[config.mk]
export PLATFORM = sky130hd
export DESIGN_NAME = lsu_bus_router
export DESIGN_NICKNAME = d
export VERILOG_FILES = /design/src/rtl/lsu_pkg.sv /design/src/rtl/lsu_lane_align.sv /design/src/rtl/lsu_bus_router.sv
export SDC_FILE = /design/constraint.sdc
export NUM_CORES = 1
export LEC_CHECK = 0
export ABC_AREA = 1
export CELL_PAD_IN_SITES_DETAIL_PLACEMENT = 2
export CELL_PAD_IN_SITES_GLOBAL_PLACEMENT = 2
export CORE_MARGIN = 4
export CORE_UTILIZATION = 19
export DETAILED_ROUTE_END_ITERATION = 7
export HOLD_SLACK_MARGIN = 0.05
export PLACE_DENSITY = 0.77
export SLEW_MARGIN = 20
export SYNTH_ARGS = -nofsm -noshare
export SYNTH_HDL_FRONTEND = slang
export SYNTH_SLANG_ARGS = --single-unit
[constraint.sdc]
create_clock -name clk -period 2.5 [get_ports clk]
set_input_delay 0.5 -clock clk [delete_from_list [all_inputs] [get_ports clk]]
set_output_delay 0.5 -clock clk [all_outputs]
set_load 0.01 [all_outputs]
[src/rtl/lsu_pkg.sv]
// lsu_pkg: shared types and default memory map for the lsu_bus_router slice.
package lsu_pkg;

    typedef enum logic [1:0] {
        BYTE = 2'd0,
        HALF = 2'd1,
        WORD = 2'd2
    } width_e;

    typedef enum logic [1:0] {
        NONE     = 2'd0,
        MISALIGN = 2'd1,
        UNMAPPED = 2'd2,
        TIMEOUT  = 2'd3
    } fault_e;

    typedef enum logic [1:0] {
        IDLE = 2'd0,
        WAIT = 2'd1,
        DONE = 2'd2
    } ext_state_e;

    typedef enum logic [2:0] {
        RGN_NONE = 3'd0,
        RGN_CSR  = 3'd1,
        RGN_DTCM = 3'd2,
        RGN_ITCM = 3'd3,
        RGN_EXT  = 3'd4
    } region_e;

    localparam logic [31:0] CSR_SIZE      = 32'h0000_1000;
    localparam logic [31:0] DEF_CSR_BASE  = 32'h0000_0000;
    localparam logic [31:0] DEF_DTCM_BASE = 32'h0000_1000;
    localparam logic [31:0] DEF_DTCM_SIZE = 32'h0000_4000;
    localparam logic [31:0] DEF_ITCM_BASE = 32'h0000_5000;
    localparam logic [31:0] DEF_ITCM_SIZE = 32'h0000_4000;
    localparam logic [31:0] DEF_EXT_BASE  = 32'h0000_9000;
    localparam logic [31:0] DEF_EXT_SIZE  = 32'h0002_0000;

    // Half-open window test done in 33 bits so base+size cannot wrap.
    function automatic logic in_window(input logic [31:0] addr,
                                       input logic [31:0] base,
                                       input logic [31:0] size);
        logic [32:0] a;
        logic [32:0] lo;
        logic [32:0] hi;
        a  = {1'b0, addr};
        lo = {1'b0, base};
        hi = lo + {1'b0, size};
        return (a >= lo) && (a < hi);
    endfunction

endpackage

[src/rtl/lsu_lane_align.sv]
// lsu_lane_align: byte-lane helper. Produces byte enables and replicated
// store data from the request, and shifts/extends a raw 32-bit read word.
module lsu_lane_align
    import lsu_pkg::*;
(
    input  logic [1:0]  width_i,
    input  logic [1:0]  offset_i,
    input  logic        sign_i,
    input  logic [31:0] wdata_i,
    input  logic [31:0] rdata_i,
    output logic [3:0]  be_o,
    output logic [31:0] wdata_o,
    output logic [31:0] rdata_o
);

    logic [31:0] shifted;

    // Lane selection for stores and right-justify/extend for loads
    always_comb begin
        shifted = rdata_i >> {offset_i, 3'b000};
        case (width_i)
            BYTE: begin
                be_o    = 4'b0001 << offset_i;
                wdata_o = {4{wdata_i[7:0]}};
                rdata_o = {{24{sign_i & shifted[7]}}, shifted[7:0]};
            end
            HALF: begin
                be_o    = 4'b0011 << offset_i;
                wdata_o = {2{wdata_i[15:0]}};
                rdata_o = {{16{sign_i & shifted[15]}}, shifted[15:0]};
            end
            default: begin
                be_o    = 4'b1111;
                wdata_o = wdata_i;
                rdata_o = shifted;
            end
        endcase
    end

endmodule

[src/rtl/lsu_bus_router.sv]
// lsu_bus_router: RV32E load/store router. Decodes CSR/DTCM/ITCM/external
// regions, drives byte lanes, returns aligned load data and runs the
// req/ack handshake with timeout on the external channel.
// Optional build macro LSU_STALL_COUNTER_EN adds a saturating stall-cycle
// counter on stall_cycles; without it stall_cycles is tied to zero.
module lsu_bus_router
    import lsu_pkg::*;
#(
    parameter logic [31:0] CSR_BASE       = DEF_CSR_BASE,
    parameter logic [31:0] DTCM_BASE      = DEF_DTCM_BASE,
    parameter logic [31:0] DTCM_SIZE      = DEF_DTCM_SIZE,
    parameter logic [31:0] ITCM_BASE      = DEF_ITCM_BASE,
    parameter logic [31:0] ITCM_SIZE      = DEF_ITCM_SIZE,
    parameter logic [31:0] EXT_BASE       = DEF_EXT_BASE,
    parameter logic [31:0] EXT_SIZE       = DEF_EXT_SIZE,
    parameter int unsigned TIMEOUT_CYCLES = 255
) (
    input  logic        clk,
    input  logic        rst,
    input  logic        req_valid,
    input  logic        req_we,
    input  logic [31:0] req_addr,
    input  logic [31:0] req_wdata,
    input  logic [1:0]  req_width,
    input  logic        req_sign_extend,
    output logic        stall,
    output logic        rsp_valid,
    output logic [31:0] rsp_rdata,
    output logic        fault,
    output logic [1:0]  fault_cause,
    output logic [31:0] mem_addr,
    output logic [31:0] mem_wdata,
    output logic [3:0]  mem_be,
    output logic        csr_we,
    output logic        csr_re,
    input  logic [31:0] csr_rdata,
    output logic        dtcm_we,
    input  logic [31:0] dtcm_rdata,
    output logic        itcm_we,
    input  logic [31:0] itcm_rdata,
    output logic        ext_req,
    output logic        ext_we,
    input  logic        ext_ack,
    input  logic [31:0] ext_rdata,
    output logic [31:0] stall_cycles
);

    localparam logic [15:0] TO_LAST = 16'(TIMEOUT_CYCLES - 1);

    region_e     region;
    logic        misalign;
    logic        accept;
    logic        req_fault;
    logic        issue;
    logic        issue_ext;

    ext_state_e  state_q, state_d;
    logic [15:0] cnt_q, cnt_d;
    logic        ext_req_q, ext_req_d;
    logic        ext_we_q, ext_we_d;
    logic        timeout_q, timeout_d;
    logic        pend_q, pend_d;
    fault_e      rfault_q, rfault_d;

    logic [1:0]  off_q;
    logic [1:0]  width_q;
    logic        sign_q;
    logic        we_q;
    region_e     src_q;
    logic [31:0] csr_data_q;
    logic [31:0] ext_data_q;

    logic [3:0]  st_be;
    logic [31:0] st_wdata;
    logic [31:0] ld_raw;
    logic [31:0] ld_rdata;
    fault_e      cause;
    logic        done_rsp;

    logic [31:0] unused_st_rdata;
    logic [3:0]  unused_ld_be;
    logic [31:0] unused_ld_wdata;

    // Region decode, first match wins on the half-open windows
    always_comb begin
        region = RGN_NONE;
        if (in_window(req_addr, CSR_BASE, CSR_SIZE))        region = RGN_CSR;
        else if (in_window(req_addr, DTCM_BASE, DTCM_SIZE)) region = RGN_DTCM;
        else if (in_window(req_addr, ITCM_BASE, ITCM_SIZE)) region = RGN_ITCM;
        else if (in_window(req_addr, EXT_BASE, EXT_SIZE))   region = RGN_EXT;
    end

    // Natural-alignment check on the requested width
    always_comb begin
        case (req_width)
            BYTE:    misalign = 1'b0;
            HALF:    misalign = req_addr[0];
            default: misalign = |req_addr[1:0];
        endcase
    end

    // Reset gating keeps stall and strobes low while rst is high even if
    // the core is still holding its request.
    assign accept    = req_valid && !rst && (state_q == IDLE);
    assign req_fault = misalign || (region == RGN_NONE);
    assign issue     = accept && !req_fault;
    assign issue_ext = issue && (region == RGN_EXT);

    lsu_lane_align u_store_lanes (
        .width_i  (req_width),
        .offset_i (req_addr[1:0]),
        .sign_i   (1'b0),
        .wdata_i  (req_wdata),
        .rdata_i  (32'h0),
        .be_o     (st_be),
        .wdata_o  (st_wdata),
        .rdata_o  (unused_st_rdata)
    );

    assign stall     = issue_ext || (state_q == WAIT);
    assign mem_addr  = req_addr;
    assign mem_be    = (issue || state_q == WAIT) ? st_be : 4'b0000;
    assign mem_wdata = (issue || state_q == WAIT) ? st_wdata : 32'h0;
    assign csr_we    = issue && req_we  && (region == RGN_CSR);
    assign csr_re    = issue && !req_we && (region == RGN_CSR);
    assign dtcm_we   = issue && req_we  && (region == RGN_DTCM);
    assign itcm_we   = issue && req_we  && (region == RGN_ITCM);
    assign ext_req   = ext_req_q;
    assign ext_we    = ext_we_q;

    // External FSM next state plus single-cycle response/fault scheduling
    always_comb begin
        state_d   = state_q;
        cnt_d     = cnt_q;
        ext_req_d = ext_req_q;
        ext_we_d  = ext_we_q;
        timeout_d = timeout_q;
        pend_d    = issue && !req_we && (region != RGN_EXT);
        rfault_d  = NONE;
        if (accept && req_fault) rfault_d = misalign ? MISALIGN : UNMAPPED;
        case (state_q)
            IDLE: begin
                if (issue_ext) begin
                    state_d   = WAIT;
                    cnt_d     = '0;
                    ext_req_d = 1'b1;
                    ext_we_d  = req_we;
                    timeout_d = 1'b0;
                end
            end
            WAIT: begin
                cnt_d = cnt_q + 16'd1;
                if (ext_ack) begin
                    state_d   = DONE;
                    ext_req_d = 1'b0;
                    ext_we_d  = 1'b0;
                end else if (cnt_q == TO_LAST) begin
                    state_d   = DONE;
                    ext_req_d = 1'b0;
                    ext_we_d  = 1'b0;
                    timeout_d = 1'b1;
                end
            end
            DONE:    state_d = IDLE;
            default: state_d = IDLE;
        endcase
    end

    // Control state, cleared asynchronously so ext_req drops at once on rst
    always_ff @(posedge clk or posedge rst) begin
        if (rst) begin
            state_q   <= IDLE;
            cnt_q     <= '0;
            ext_req_q <= 1'b0;
            ext_we_q  <= 1'b0;
            timeout_q <= 1'b0;
            pend_q    <= 1'b0;
            rfault_q  <= NONE;
        end else begin
            state_q   <= state_d;
            cnt_q     <= cnt_d;
            ext_req_q <= ext_req_d;
            ext_we_q  <= ext_we_d;
            timeout_q <= timeout_d;
            pend_q    <= pend_d;
            rfault_q  <= rfault_d;
        end
    end

    // Request attributes and returned data held for the response cycle
    always_ff @(posedge clk) begin
        if (issue) begin
            off_q      <= req_addr[1:0];
            width_q    <= req_width;
            sign_q     <= req_sign_extend;
            we_q       <= req_we;
            src_q      <= region;
            csr_data_q <= csr_rdata;
        end
        if (state_q == WAIT && ext_ack) ext_data_q <= ext_rdata;
    end

    // Pick the raw word for the response source
    always_comb begin
        case (src_q)
            RGN_CSR:  ld_raw = csr_data_q;
            RGN_DTCM: ld_raw = dtcm_rdata;
            RGN_ITCM: ld_raw = itcm_rdata;
            default:  ld_raw = ext_data_q;
        endcase
    end

    lsu_lane_align u_load_lanes (
        .width_i  (width_q),
        .offset_i (off_q),
        .sign_i   (sign_q),
        .wdata_i  (32'h0),
        .rdata_i  (ld_raw),
        .be_o     (unused_ld_be),
        .wdata_o  (unused_ld_wdata),
        .rdata_o  (ld_rdata)
    );

    // Response and fault outputs; data forced to zero unless a clean load
    always_comb begin
        done_rsp = (state_q == DONE) && (timeout_q || !we_q);
        cause    = rfault_q;
        if (state_q == DONE && timeout_q) cause = TIMEOUT;
        rsp_valid   = pend_q || (rfault_q != NONE) || done_rsp;
        fault       = (cause != NONE);
        fault_cause = cause;
        rsp_rdata   = (rsp_valid && !fault) ? ld_rdata : 32'h0;
    end

`ifdef LSU_STALL_COUNTER_EN
    logic [31:0] stall_cnt_q;

    // Saturating count of cycles spent with the pipeline held
    always_ff @(posedge clk or posedge rst) begin
        if (rst) begin
            stall_cnt_q <= '0;
        end else if (stall && (stall_cnt_q != 32'hFFFF_FFFF)) begin
            stall_cnt_q <= stall_cnt_q + 32'd1;
        end
    end

    assign stall_cycles = stall_cnt_q;
`else
    assign stall_cycles = 32'h0;
`endif

endmodule
# After elaboration in Yosys (flattened, before gate mapping)
# Index checks and enable logic that the tools add are counted.
dict set report totals {
  ff_bits 97
  inputBits 200
  out_inout_bits 143
  word_cells 117
}
dict set report classes {
  add_sub_neg 1
  magnitude_cmp 7
  eq_ne 17
  shifts 3
  muxes 31
  n_bitwise 2
  reduce_logical 42
}
# op n
set op_table {}
lappend op_table {{$pmux W32 S2} 2}
lappend op_table {{$pmux W32 S3} 1}
lappend op_table {{$mux W32} 2}
lappend op_table {{$ge A32 B13 Y1 const B} 1}
lappend op_table {{$ge A32 B15 Y1 const B} 1}
lappend op_table {{$ge A32 B16 Y1 const B} 1}
lappend op_table {{$lt A32 B13 Y1 const B} 1}
lappend op_table {{$lt A32 B15 Y1 const B} 1}
lappend op_table {{$lt A32 B16 Y1 const B} 1}
lappend op_table {{$lt A32 B18 Y1 const B} 1}
lappend op_table {{$pmux W16 S2} 1}
lappend op_table {{$shr A32 B5 Y32} 1}
lappend op_table {{$logic_and A1 B1 Y1} 19}
lappend op_table {{$add A16 B1 Y16 const B} 1}
lappend op_table {{$eq A16 B8 Y1 const B} 1}
lappend op_table {{$mux W16} 1}
lappend op_table {{$eq A3 B2 Y1 const B} 4}
lappend op_table {{$mux W2} 6}
lappend op_table {{$mux W3} 4}
lappend op_table {{$pmux W1 S2} 4}
lappend op_table {{$pmux W4 S2} 1}
lappend op_table {{$mux W1} 7}
lappend op_table {{$eq A2 B1 Y1 const B} 3}
lappend op_table {{$eq A3 B1 Y1 const B} 2}
lappend op_table {{other kinds (18)} 36}

# Depth between registers and ports, before layout
# Gate-level depths: netlist of run 1.
dict set report depth {
  word_depth 13
  ltp_mapped 14
  ltp_nobuf 12
}

# Hierarchy
# From an unflattened synthesis of run 1, not the netlist that was laid out.
dict set report hier_totals {
  cells_unflattened 1179
  hier_area_um2 8051.5
}
# mod instances cells_per_inst area_per_inst_um2 seq_area_each_um2
set by_module_without_submodules {}
lappend by_module_without_submodules {lsu_bus_router 1 675 5599.1 2792.7}
lappend by_module_without_submodules {lsu_lane_align 2 252 1226.2 0.0}

# Worst setup path after synthesis of run 1
# Ideal clock, no wire load.
dict set report synth_timing {
  path_kind {input port to flip-flop}
  start {in rst}
  end {reg csr_data_q[0], enable pin}
  setup_time_ns 0.395
  arrival_ns 2.417
  required_time_ns 2.105
  path_slack_ns -0.313
  cell_stages 5
  n_path_buf 0
  path_cell_list {inv_1 -> nand4_1 -> nor2_1 -> nand2_1 -> inv_1}
}
dict set report synth_between {
  elab_chain_cells 4
}
# element line
set synth_lines {}
lappend synth_lines {{from (decl)} lsu_bus_router.sv:19} ;# input logic rst,
lappend synth_lines {{$logic_not A1 Y1 (no source line)} --}
lappend synth_lines {{$logic_and A1 B1 Y1 (2 in a row)} lsu_bus_router.sv:104} ;# assign accept = req_valid && !rst && (state_q == IDLE);
lappend synth_lines {{$logic_and A1 B1 Y1} lsu_bus_router.sv:106} ;# assign issue = accept && !req_fault;
lappend synth_lines {{named net issue} lsu_bus_router.sv:54} ;# logic issue;
lappend synth_lines {{to (signal assigned)} lsu_bus_router.sv:198} ;# csr_data_q <= csr_rdata;
lappend synth_lines {{to (decl)} lsu_bus_router.sv:70} ;# logic [31:0] csr_data_q;
# The timed path passes the listed nets, and every way through them passes these cells.
# A chain may end at the register's enable or synchronous reset.

# Worst setup path after layout of run 1
dict set report layout_timing {
  start {reg src_q[2]}
  end {out rsp_rdata[16]}
}
dict set report layout_between {
  elab_chain_cells 6
  word_cells_on_any_way 9
  cone_classes {3 x eq/ne; 1 x shift; 3 x mux; 2 x bitwise}
}
# element line
set layout_lines {}
lappend layout_lines {{from (decl)} lsu_bus_router.sv:69} ;# region_e src_q;
lappend layout_lines {{from (signal assigned)} lsu_bus_router.sv:197} ;# src_q <= region;
lappend layout_lines {{$eq A3 B2 Y1 / $eq A3 B1 Y1 (equally long branches)} lsu_bus_router.sv:205} ;# case (src_q)
lappend layout_lines {{$pmux W32 S3 (*)} lsu_bus_router.sv:205}
lappend layout_lines {{$shr A32 B5 Y32 (*)} lsu_lane_align.sv:20} ;# shifted = rdata_i >> {offset_i, 3'b000};
lappend layout_lines {{$and A1 B1 Y1 (on tied branches)} {lsu_lane_align.sv:30, lsu_lane_align.sv:25}}
lappend layout_lines {{$pmux W32 S2 (*)} lsu_lane_align.sv:21} ;# case (width_i)
lappend layout_lines {{$mux W32 (*)} lsu_bus_router.sv:232} ;# rsp_rdata = (rsp_valid && !fault) ? ld_rdata : 32'h0;
lappend layout_lines {{to (decl)} lsu_bus_router.sv:28} ;# output logic [31:0] rsp_rdata,
# Mark *: on every way between the ends. The rest lies on a longest branch, timed or not.

==> results.md, run 1 <==
- Entering global routing, the biggest net connects 33 pins.
- Grouping stages by cell kind, the critical path spends the most delay in simple AND/OR/NAND/NOR gates.
- TritonCTS built the clock tree.
- The maximum buffer depth of the clock tree is 2.
- The critical path depth is 13.
- The most used cell along the critical path is sky130_fd_sc_hd__nand3_4.
- The min-delay analysis places its worst path in the category input port to async pin.
- The slowest library cell on the worst path is sky130_fd_sc_hd__edfxtp_1.
- The die extent in x is 190 um.
- Along the worst path, the maximum fanout reaches 8.
- The wire-length estimate of the detail-placed layout is 25300 um.
- The wire length per cell after detailed routing is 20.5 um.
- The number of placed instances, taps included, is between 1500 and 2000.
- STA puts the critical path data arrival time at 2450 ps.
- STA classifies the critical path startpoint as a flop.
- The number of endpoints with negative hold slack in the final report is 0.
- The count of unique library cells instantiated by Yosys is 39.
- For this block, the initial DRC count from the detailed router was between 200 and 300.
- Clock tree synthesis selected as its root buffer the cell sky130_fd_sc_hd__clkbuf_16.
- The flow ran to the end, but the final reports show violations.
- In this run, synthesis inferred 73 flip-flops with an integrated enable.
- The timing-limited maximum frequency is 339 MHz.
- Counting cells, the worst reg-to-reg path comes to 10.
- Once the floorplan was initialized, standard cells occupied approximately a fifth of the core.
- The internal power of the cells totals 0.00280 W.
- For this run, the register share of the synthesized area comes to 44.2%.
- Measured along the y axis, the die boundary spans ~190 um.
- The predominant post-synthesis flop cell is sky130_fd_sc_hd__edfxtp_1.
- Wires add up to 33200 um.
- The clock net in this run drives a total of 97 sinks.
- By instance count, the leading cell after synthesis is sky130_fd_sc_hd__nand2_1.
- The number of buffers and inverters on the critical path is 4.
- The register bit total from synthesis is a little under 100.
- Of all flip-flops after synthesis, the portion carrying an async set or reset was 24.7%.
- By area the synthesized netlist is led by sky130_fd_sc_hd__edfxtp_1, sky130_fd_sc_hd__dfrtp_1, sky130_fd_sc_hd__buf_4.
- Synthesis handed over a netlist of 810 instances.
- For this run, the detailed router's first-pass iteration total came to 4.
- Fill cells in the final layout number around 3600.
- The leakage power summed over all cells is 4.73 nW.
- The last weighted congestion value of the routability-driven placer is 0.798.
- The cell type contributing the most total cell area after synthesis is sky130_fd_sc_hd__edfxtp_1.
- The register share of total power is 45.9%.
- Subtracting the final worst setup slack from the clock period gives a little under 3000 ps.
- In this design, the stage delay of the slowest critical-path cell is 390 ps.
- The worst vdd rail ir drop is 0.319 mV.
- The clock transition at the registers of the reported paths is 70 ps.
- Cells fill 35.2% of the core in the end.
- The multiplexer share of the synthesized area is 0%.
- Sorting the synthesized cells by how often they occur yields sky130_fd_sc_hd__nand2_1, sky130_fd_sc_hd__nor2_1, sky130_fd_sc_hd__nand3_1, sky130_fd_sc_hd__edfxtp_1, sky130_fd_sc_hd__inv_1.
- The clock insertion delay at the later pin of the skew report is roughly 370 ps.
- In this run the critical register-to-register path is captured at cnt_q[12].
- The via count of the first global-routing pass was roughly 8100.
- The clock buffer count from CTS is 9.
- The simple-gate share of the synthesized area is 27.7%.
- The area of the core is 32700 um^2.
- The number of max-slew violations in the final report is 0.
- The launching element of the worst setup path is src_q[2].
- Averaged over all synthesized cells, the footprint is between 7 and 8 um^2.
- The worst setup slack before clock tree synthesis is -866 ps.
- The number of warnings reported in the yosys synthesis log is 0.
- The overall die area is 36300 um^2.
- The register-to-register setup slack is 440 ps.
- Relative to the synthesized area, the layout overhead comes to 82.2%.
- After detailed routing, the number of vias per cell comes to 4.49.
- The launch point of the worst reg-to-reg path is state_q[1].
- For this design the ratio of total power to cell area is 328 nW/um^2.
- After clock tree synthesis, the flow added hold-fix buffers numbering 0.
- The type of element capturing the critical path is an output pin.
- The switching share of power is 25.9%.
- In this run the power spent charging and discharging nets is 0.000978 W.
- The portion of total power attributed to the clock network is 38.3%.
- The count of standard-cell rows is 66.
- On the final layout, the worst clock skew is 13.0 ps.
- In this run the tool buffered the top-level ports with 290 buffer cells.
- In this run, the combinational gates consume 15.8% of the power.
- Walking the worst path, the cells encountered are inv_2 -> nand2_4 -> buf_4 -> o21ai_1 -> nand3_4 -> nand3_4 -> nand3_4 -> nand3_4 -> nand3_4 -> nand2_8 -> buf_12 -> nor2_2 -> buf_2.
- The aggregate negative setup slack is -10630 ps.
- The area fraction of the dominant cell type after synthesis is between 30% and 40%.
- The number of non-filler instances in the completed layout is 1622.
- For the worst setup path, the data required time is 2000 ps.
- Of the total synthesized cell area, the portion taken by full adders, half adders and majority gates is 0.396%.
- The tool flagged a number of max-cap violations equal to 0.
- The critical path start-end classification is flop to output pin.
- The routed layout has ~7300 vias.
- After Yosys synthesis, XOR and XNOR cells account for 0.139% of the synthesized area.
- The number of antenna violations at the first check in global routing is 6.
- The count of nets left with antenna violations after detail routing is 0.
- In the post-route analysis, the smallest setup slack over all paths is -448 ps.
- The combined area of all synthesized cells is 6320 um^2.
- The post-route netlist has 37.8% of its cells at a drive strength greater than 1.
- The combined global-route utilization of all metal layers is around 17%.
- After detailed routing, the number of remaining DRC violations is 0.
- The number of endpoints failing setup at the final stage is 43.
- The H-tree generated during clock tree synthesis spans 3 levels.
- The remaining global-route overflow is 0.
- The final reports fail on negative setup slack.
- The largest family of logic cells by synthesized area is simple AND/OR/NAND/NOR gates.
- The final cycle utilization of the critical path is 118%.
- The compound-cell area share of the yosys netlist is 12.7%.
- Setup repair after global routing could not meet its margin everywhere.
- The final net count is about 1400.
- The number of primary I/O pins is roughly 340.
- The global-route wire length before repair is around 48000 um.
-- stage by stage --
step / instance area [um^2] / power [W] / hold WS, ps
after floorplan: 6450 / 0.00196 / 382
after global placement: 10100 / 0.00233 / 481
after detailed placement: 10100 / 0.00234 / 507
after CTS: 10900 / 0.00380 / 376
after global routing: 11500 / 0.00392 / 400
final: 11500 / 0.00378 / 375
-- registers in the layout, indices dropped and copies added, names as in the netlist --
register	flops
ext_data_q	32
rfault_q	2
timeout_q	1
state_q	2
cnt_q	16
src_q	3
sign_q	1
width_q	2
we_q	1
ext_we	1
off_q	2
csr_data_q	32
pend_q	1
ext_req	1
-- worst register-to-register path, stage by stage, from the launching register on --
cell                      delay (ps)
sky130_fd_sc_hd__dfrtp_1         400
sky130_fd_sc_hd__buf_4           140
sky130_fd_sc_hd__nor2_1          130
sky130_fd_sc_hd__inv_1           140
sky130_fd_sc_hd__buf_4           210
sky130_fd_sc_hd__nor2_1          210
sky130_fd_sc_hd__inv_1           120
sky130_fd_sc_hd__nor3_1          250
sky130_fd_sc_hd__nand4_1         160
sky130_fd_sc_hd__nand3_1         100
sky130_fd_sc_hd__o21ai_0          80
-- how the worst max path moves through the flow --
| stage | end |
|---|---|
| floorplan | mem_wdata[16] |
| global placement | mem_wdata[16] |
| detailed placement | mem_wdata[21] |
| CTS | rsp_rdata[5] |
| global route | rsp_rdata[16] |
| finish | rsp_rdata[16] |
-- placed cells by master, fill, tap and decap left out, types with 15 or more instances in the layout --
master                            count
sky130_fd_sc_hd__conb_1              32
sky130_fd_sc_hd__nand2_1            114
sky130_fd_sc_hd__o21ai_2             15
sky130_fd_sc_hd__buf_4              105
sky130_fd_sc_hd__o21ai_0             23
sky130_fd_sc_hd__nand2_2             19
sky130_fd_sc_hd__buf_6               35
sky130_fd_sc_hd__nor2_1              56
sky130_fd_sc_hd__o21ai_1             18
sky130_fd_sc_hd__a21oi_2             22
sky130_fd_sc_hd__nand3_1             48
sky130_fd_sc_hd__or2_2               18
sky130_fd_sc_hd__clkdlybuf4s50_1    189
sky130_fd_sc_hd__nor2_4              24
sky130_fd_sc_hd__buf_2               52
sky130_fd_sc_hd__edfxtp_1            73
sky130_fd_sc_hd__inv_1               58
sky130_fd_sc_hd__nor2_2              20
sky130_fd_sc_hd__dfrtp_1             24
sky130_fd_sc_hd__a21oi_1             29
sky130_fd_sc_hd__nand3_2             34
-- layout make-up --
class                      count  area, um^2  share of cell area [%]
timing repair buffer         420        3900                    33.8
multi-input combinational    571        3680                    31.9
sequential                    97        2790                    24.2
tap                          442         553                    4.80
inverter                      74         303                    2.63
clock buffer                   9         225                    1.95
clock inverter                 7        68.8                   0.597
antenna                        2        5.00                  0.0434
-- cells by family after synthesis --
logic type                 after synthesis
adders and majority gates                2
DFF                                     97
and+or+nand+nor                        390
AOI/OAI and AO/OA                      145
buffers and inverters                  174
xor gates and xnor gates                 1
other                                    1
-- per-layer routing --
layer,part of all wire (%),vias up,global-route usage [%]
li1,-,3382,-
met1,39,3628,19.5
met2,54,219,32.5
met3,6.2,36,4.52
met4,0.96,10,2.62
met5,0.22,-,0
-- power groups by stage --
stage / sequential (W) / clock [W] / combinational [W]
finish: 0.00173 / 0.00145 / 0.000598
global route: 0.00173 / 0.00155 / 0.000639
CTS: 0.00173 / 0.00150 / 0.000569
detailed placement: 0.00177 / 0 / 0.000567
global placement: 0.00177 / 0 / 0.000557
floorplan: 0.00177 / 0 / 0.000187
-- what timing repair did --
item | in CTS | in global routing
pin swaps | 71 | 56
cloned | 4 | 2
setup buffers | 19 | 9
gates resized for setup | 502 | 199
endpoints found under the setup margin | 74 | 74
hold endpoints to repair | 0 | 0
(Power assumes the default switching activity.)
==> run 2, diff against run 1 <==
--- a/config.mk
+++ b/config.mk
@@ -13,6 +13,7 @@
 export DETAILED_ROUTE_END_ITERATION = 7
 export HOLD_SLACK_MARGIN = 0.05
 export PLACE_DENSITY = 0.77
+export SETUP_SLACK_MARGIN = 0.05
 export SLEW_MARGIN = 20
 export SYNTH_ARGS = -nofsm -noshare
 export SYNTH_HDL_FRONTEND = slang
==> run 2 against run 1 <==
The flow still finishes with violations (negative setup slack); first-iteration DRC count grew 19%; final cell count rose by 0.12%; die area unchanged; clock power hardly changed; flip-flop and latch count unchanged; sequential power barely moved; global-route usage about the same; clock-buffer cell count stayed put; utilization is 0.16 points lower; routed wire length decreased by 0.79%; cell area decreased by 0.46%; sequential share of layout area is 0.11 points higher; largest cell class unchanged; largest power group unchanged; highest routed layer unchanged.
==> results.md, run 2 (synthesis results as in run 1) <==
- The via count of the first global-routing pass came to 8094 (was 8090).
- Sequence of cells on the critical path: inv_2 -> nand2_4 -> buf_4 -> o21ai_1 -> nand3_4 -> nand3_4 -> nand3_4 -> nand3_4 -> nand3_4 -> nand2_8 -> buf_12 -> nor2_2 -> buf_2 (unchanged).
- The wire length per cell after detailed routing is 20.3 um (was 20.5 um).
- The worst min-delay path category is input port to async pin (unchanged).
- The TritonCTS clock tree is built (unchanged).
- The aggregate routed wire length is 33000 um (was 33200 um).
- The combined global-route utilization of all metal layers is 17.1% (about the same).
- The type of element capturing the critical path is an output pin (unchanged).
- The critical path start-end classification is flop to output pin (unchanged).
- The aggregate negative setup slack is -10210 ps (was -10630 ps).
- The length of the first detailed-routing pass in iterations is 4 (unchanged).
- The remaining global-route overflow was 0 (unchanged).
- The most used cell along the critical path is sky130_fd_sc_hd__nand3_4 (unchanged).
- The logic depth of the worst register-to-register path came to 9 (was 10).
- The height of the die was 190 um (unchanged).
- The minimum setup slack in the final design is -440 ps (was -448 ps).
- The number of antenna violations at the first check in global routing is 6 (unchanged).
- The maximum number of pins on one net before global-route repair is 33 (unchanged).
- The capture point of the worst reg-to-reg path is cnt_q[13] (was cnt_q[12]).
- The clock insertion delay at the later pin of the skew report came to 370 ps (about the same).
- The half-perimeter wire length after placement was 25300 um (unchanged).
- The setup clock skew after layout came to 13.8 ps (was 13.0 ps).
- The slowest library cell on the worst path is sky130_fd_sc_hd__edfxtp_1 (unchanged).
- The global-route wire length before repair is 47600 um (was 47700 um).
- The average vias per placed instance is 4.46 (was 4.49).
- The last weighted congestion value of the routability-driven placer is 0.798 (unchanged).
- The worst setup slack before clock tree synthesis is -866 ps (unchanged).
- The count of nets left with antenna violations after detail routing was 0 (unchanged).
- The area growth from synthesis to layout is 81.4% (was 82.2%).
- The number of endpoints with negative hold slack in the final report is 0 (unchanged).
- Largest registers: csr_data_q: 32 flops, ext_data_q: 32 flops, cnt_q: 16 flops (unchanged).
- The area of the core is 32700 um^2 (unchanged).
- The share of post-route cells with drive strength above 1 came to 38.5% (was 37.8%).
- The number of buffers added on ports was 290 (unchanged).
- Violations in the final reports: negative setup slack (unchanged).
- The timing-limited maximum frequency came to 340 MHz (was 339 MHz).
- The minimum clock period after layout was 2940 ps (was 2950 ps).
- The register-to-register setup slack is 460 ps (was 440 ps).
- The power density of the placed cells is 329 nW/um^2 (was 328 nW/um^2).
- The maximum level of the CTS H-tree is 3 (unchanged).
- The number of endpoints failing setup at the final stage was 32 (was 43).
- The number of max-slew violations in the final report is 0 (unchanged).
- The initial DRC count was 313 (was 263).
- The launching element type of the critical path was a flop (unchanged).
- RSZ-0062 raised after global routing: true (unchanged).
- The clock sink count came to 97 (unchanged).
- The overall die area was 36300 um^2 (unchanged).
- The total number of vias is 7250 (was 7275).
- The data required time at the worst endpoint is 2000 ps (about the same).
- The maximum buffer depth of the clock tree came to 2 (unchanged).
- The clock transition at the registers of the reported paths is 70 ps (about the same).
- The launch point of the worst reg-to-reg path was cnt_q[2] (was state_q[1]).
- The worst-path maximum fanout is 8 (unchanged).
- The final cycle utilization of the critical path is 118% (about the same).
- The number of max-cap violations is 0 (unchanged).
- Most frequent cells in the layout: sky130_fd_sc_hd__clkdlybuf4s50_1, sky130_fd_sc_hd__nand2_1, sky130_fd_sc_hd__buf_4, sky130_fd_sc_hd__edfxtp_1, sky130_fd_sc_hd__buf_2 (was sky130_fd_sc_hd__clkdlybuf4s50_1, sky130_fd_sc_hd__nand2_1, sky130_fd_sc_hd__buf_4, sky130_fd_sc_hd__edfxtp_1, sky130_fd_sc_hd__inv_1).
- The clock tree root buffer cell is sky130_fd_sc_hd__clkbuf_16 (unchanged).
- The worst vdd rail ir drop is 0.319 mV (about the same).
- The count of standard-cell rows is 66 (unchanged).
- The leakage power summed over all cells was 4.70 nW (was 4.73 nW).
- The clock buffer count from CTS came to 9 (unchanged).
- The die extent in x is 190 um (unchanged).
- The number of design rule violations left after detail routing was 0 (unchanged).
- The arrival time of the worst setup path is 2440 ps (was 2450 ps).
- The number of primary I/O pins came to 343 (unchanged).
- The delay of the slowest critical-path stage is 390 ps (about the same).
- The starting density of the core is 19.3% (unchanged).
- The final net count is 1377 (was 1375).
- The most common cell after layout, fill and taps aside is sky130_fd_sc_hd__clkdlybuf4s50_1 (unchanged).
- Status: complete, but fails checks (unchanged).
## run 2: cell types whose count changed in the layout (fill, tap and decap cells not counted), moves of 2 or more
cell                            previous run  this run
sky130_fd_sc_hd__nor2_2                   20        24
sky130_fd_sc_hd__buf_2                    52        58
sky130_fd_sc_hd__buf_6                    35        33
sky130_fd_sc_hd__dlygate4sd2_1            11         7
sky130_fd_sc_hd__nor2_4                   24        20
## run 2: worst max path at each step
stage | startpoint | to | slack, ps | depth (start not counted)
after floorplan | rst | mem_wdata[16] | 40 | 8
after global placement | req_addr[12] | mem_wdata[16] | -810 | 12
after detailed placement | req_addr[23] | mem_wdata[21] | -870 | 14
after CTS | src_q[2] | rsp_rdata[5] | -410 | 16
after global routing | src_q[2] | rsp_rdata[16] | -570 | 13
final | src_q[2] | rsp_rdata[16] | -440 | 13
## run 2: routing by layer
| metal | up-vias | GRT usage [%] | part of all wire (%) |
|---|---|---|---|
| met5 | - | 0 | 0.22 |
| met4 | 10 | 2.54 | 0.85 |
| met2 | 211 | 32.4 | 54 |
| met1 | 3610 | 19.5 | 39 |
| li1 | 3387 | - | - |
| met3 | 32 | 4.49 | 6.4 |
## run 2: per-stage QoR
stage                     hold slack [ps]  power, W  instance area, um^2  instances  util [%]
after global routing                  398   0.00392                11500       1623      35.1
after global placement                481   0.00233                10100       1573      30.9
after CTS                             376   0.00380                10900       1612      33.5
after floorplan                       382   0.00196                 6450        841         -
final                                 378   0.00378                11500       1624      35.1
after detailed placement              507   0.00234                10100       1573      30.9
## run 2: final cells by class
| class | count | area, um^2 |
|---|---|---|
| fill | 3654 | 21200 |
| timing repair buffer | 422 | 3870 |
| multi-input combinational | 571 | 3650 |
| sequential | 97 | 2790 |
| tap | 442 | 553 |
| inverter | 74 | 298 |
| clock buffer | 9 | 225 |
| clock inverter | 7 | 68.8 |
| antenna | 2 | 5.00 |
## run 2: power by group
part | switching [W] | internal (W)
Clock | 0.000738 | 0.000710
Sequential | 0.00000125 | 0.00173
Combinational | 0.000236 | 0.000361
## run 2: repair_timing
action,CTS,global route
setup endpoints to repair,74,74
gates cloned,5,1
setup buffers,19,11
pin swaps,69,52
hold buffers,0,0
resized for setup,516,188
## run 2: worst max-delay path: cells and delay by family, from the launching register on
family                 cells  cell delay, ps
buffers and inverters      4             580
flip-flops                 1             390
AO/OA/AOI/OAI              1             240
AND/OR/NAND/NOR            8             870
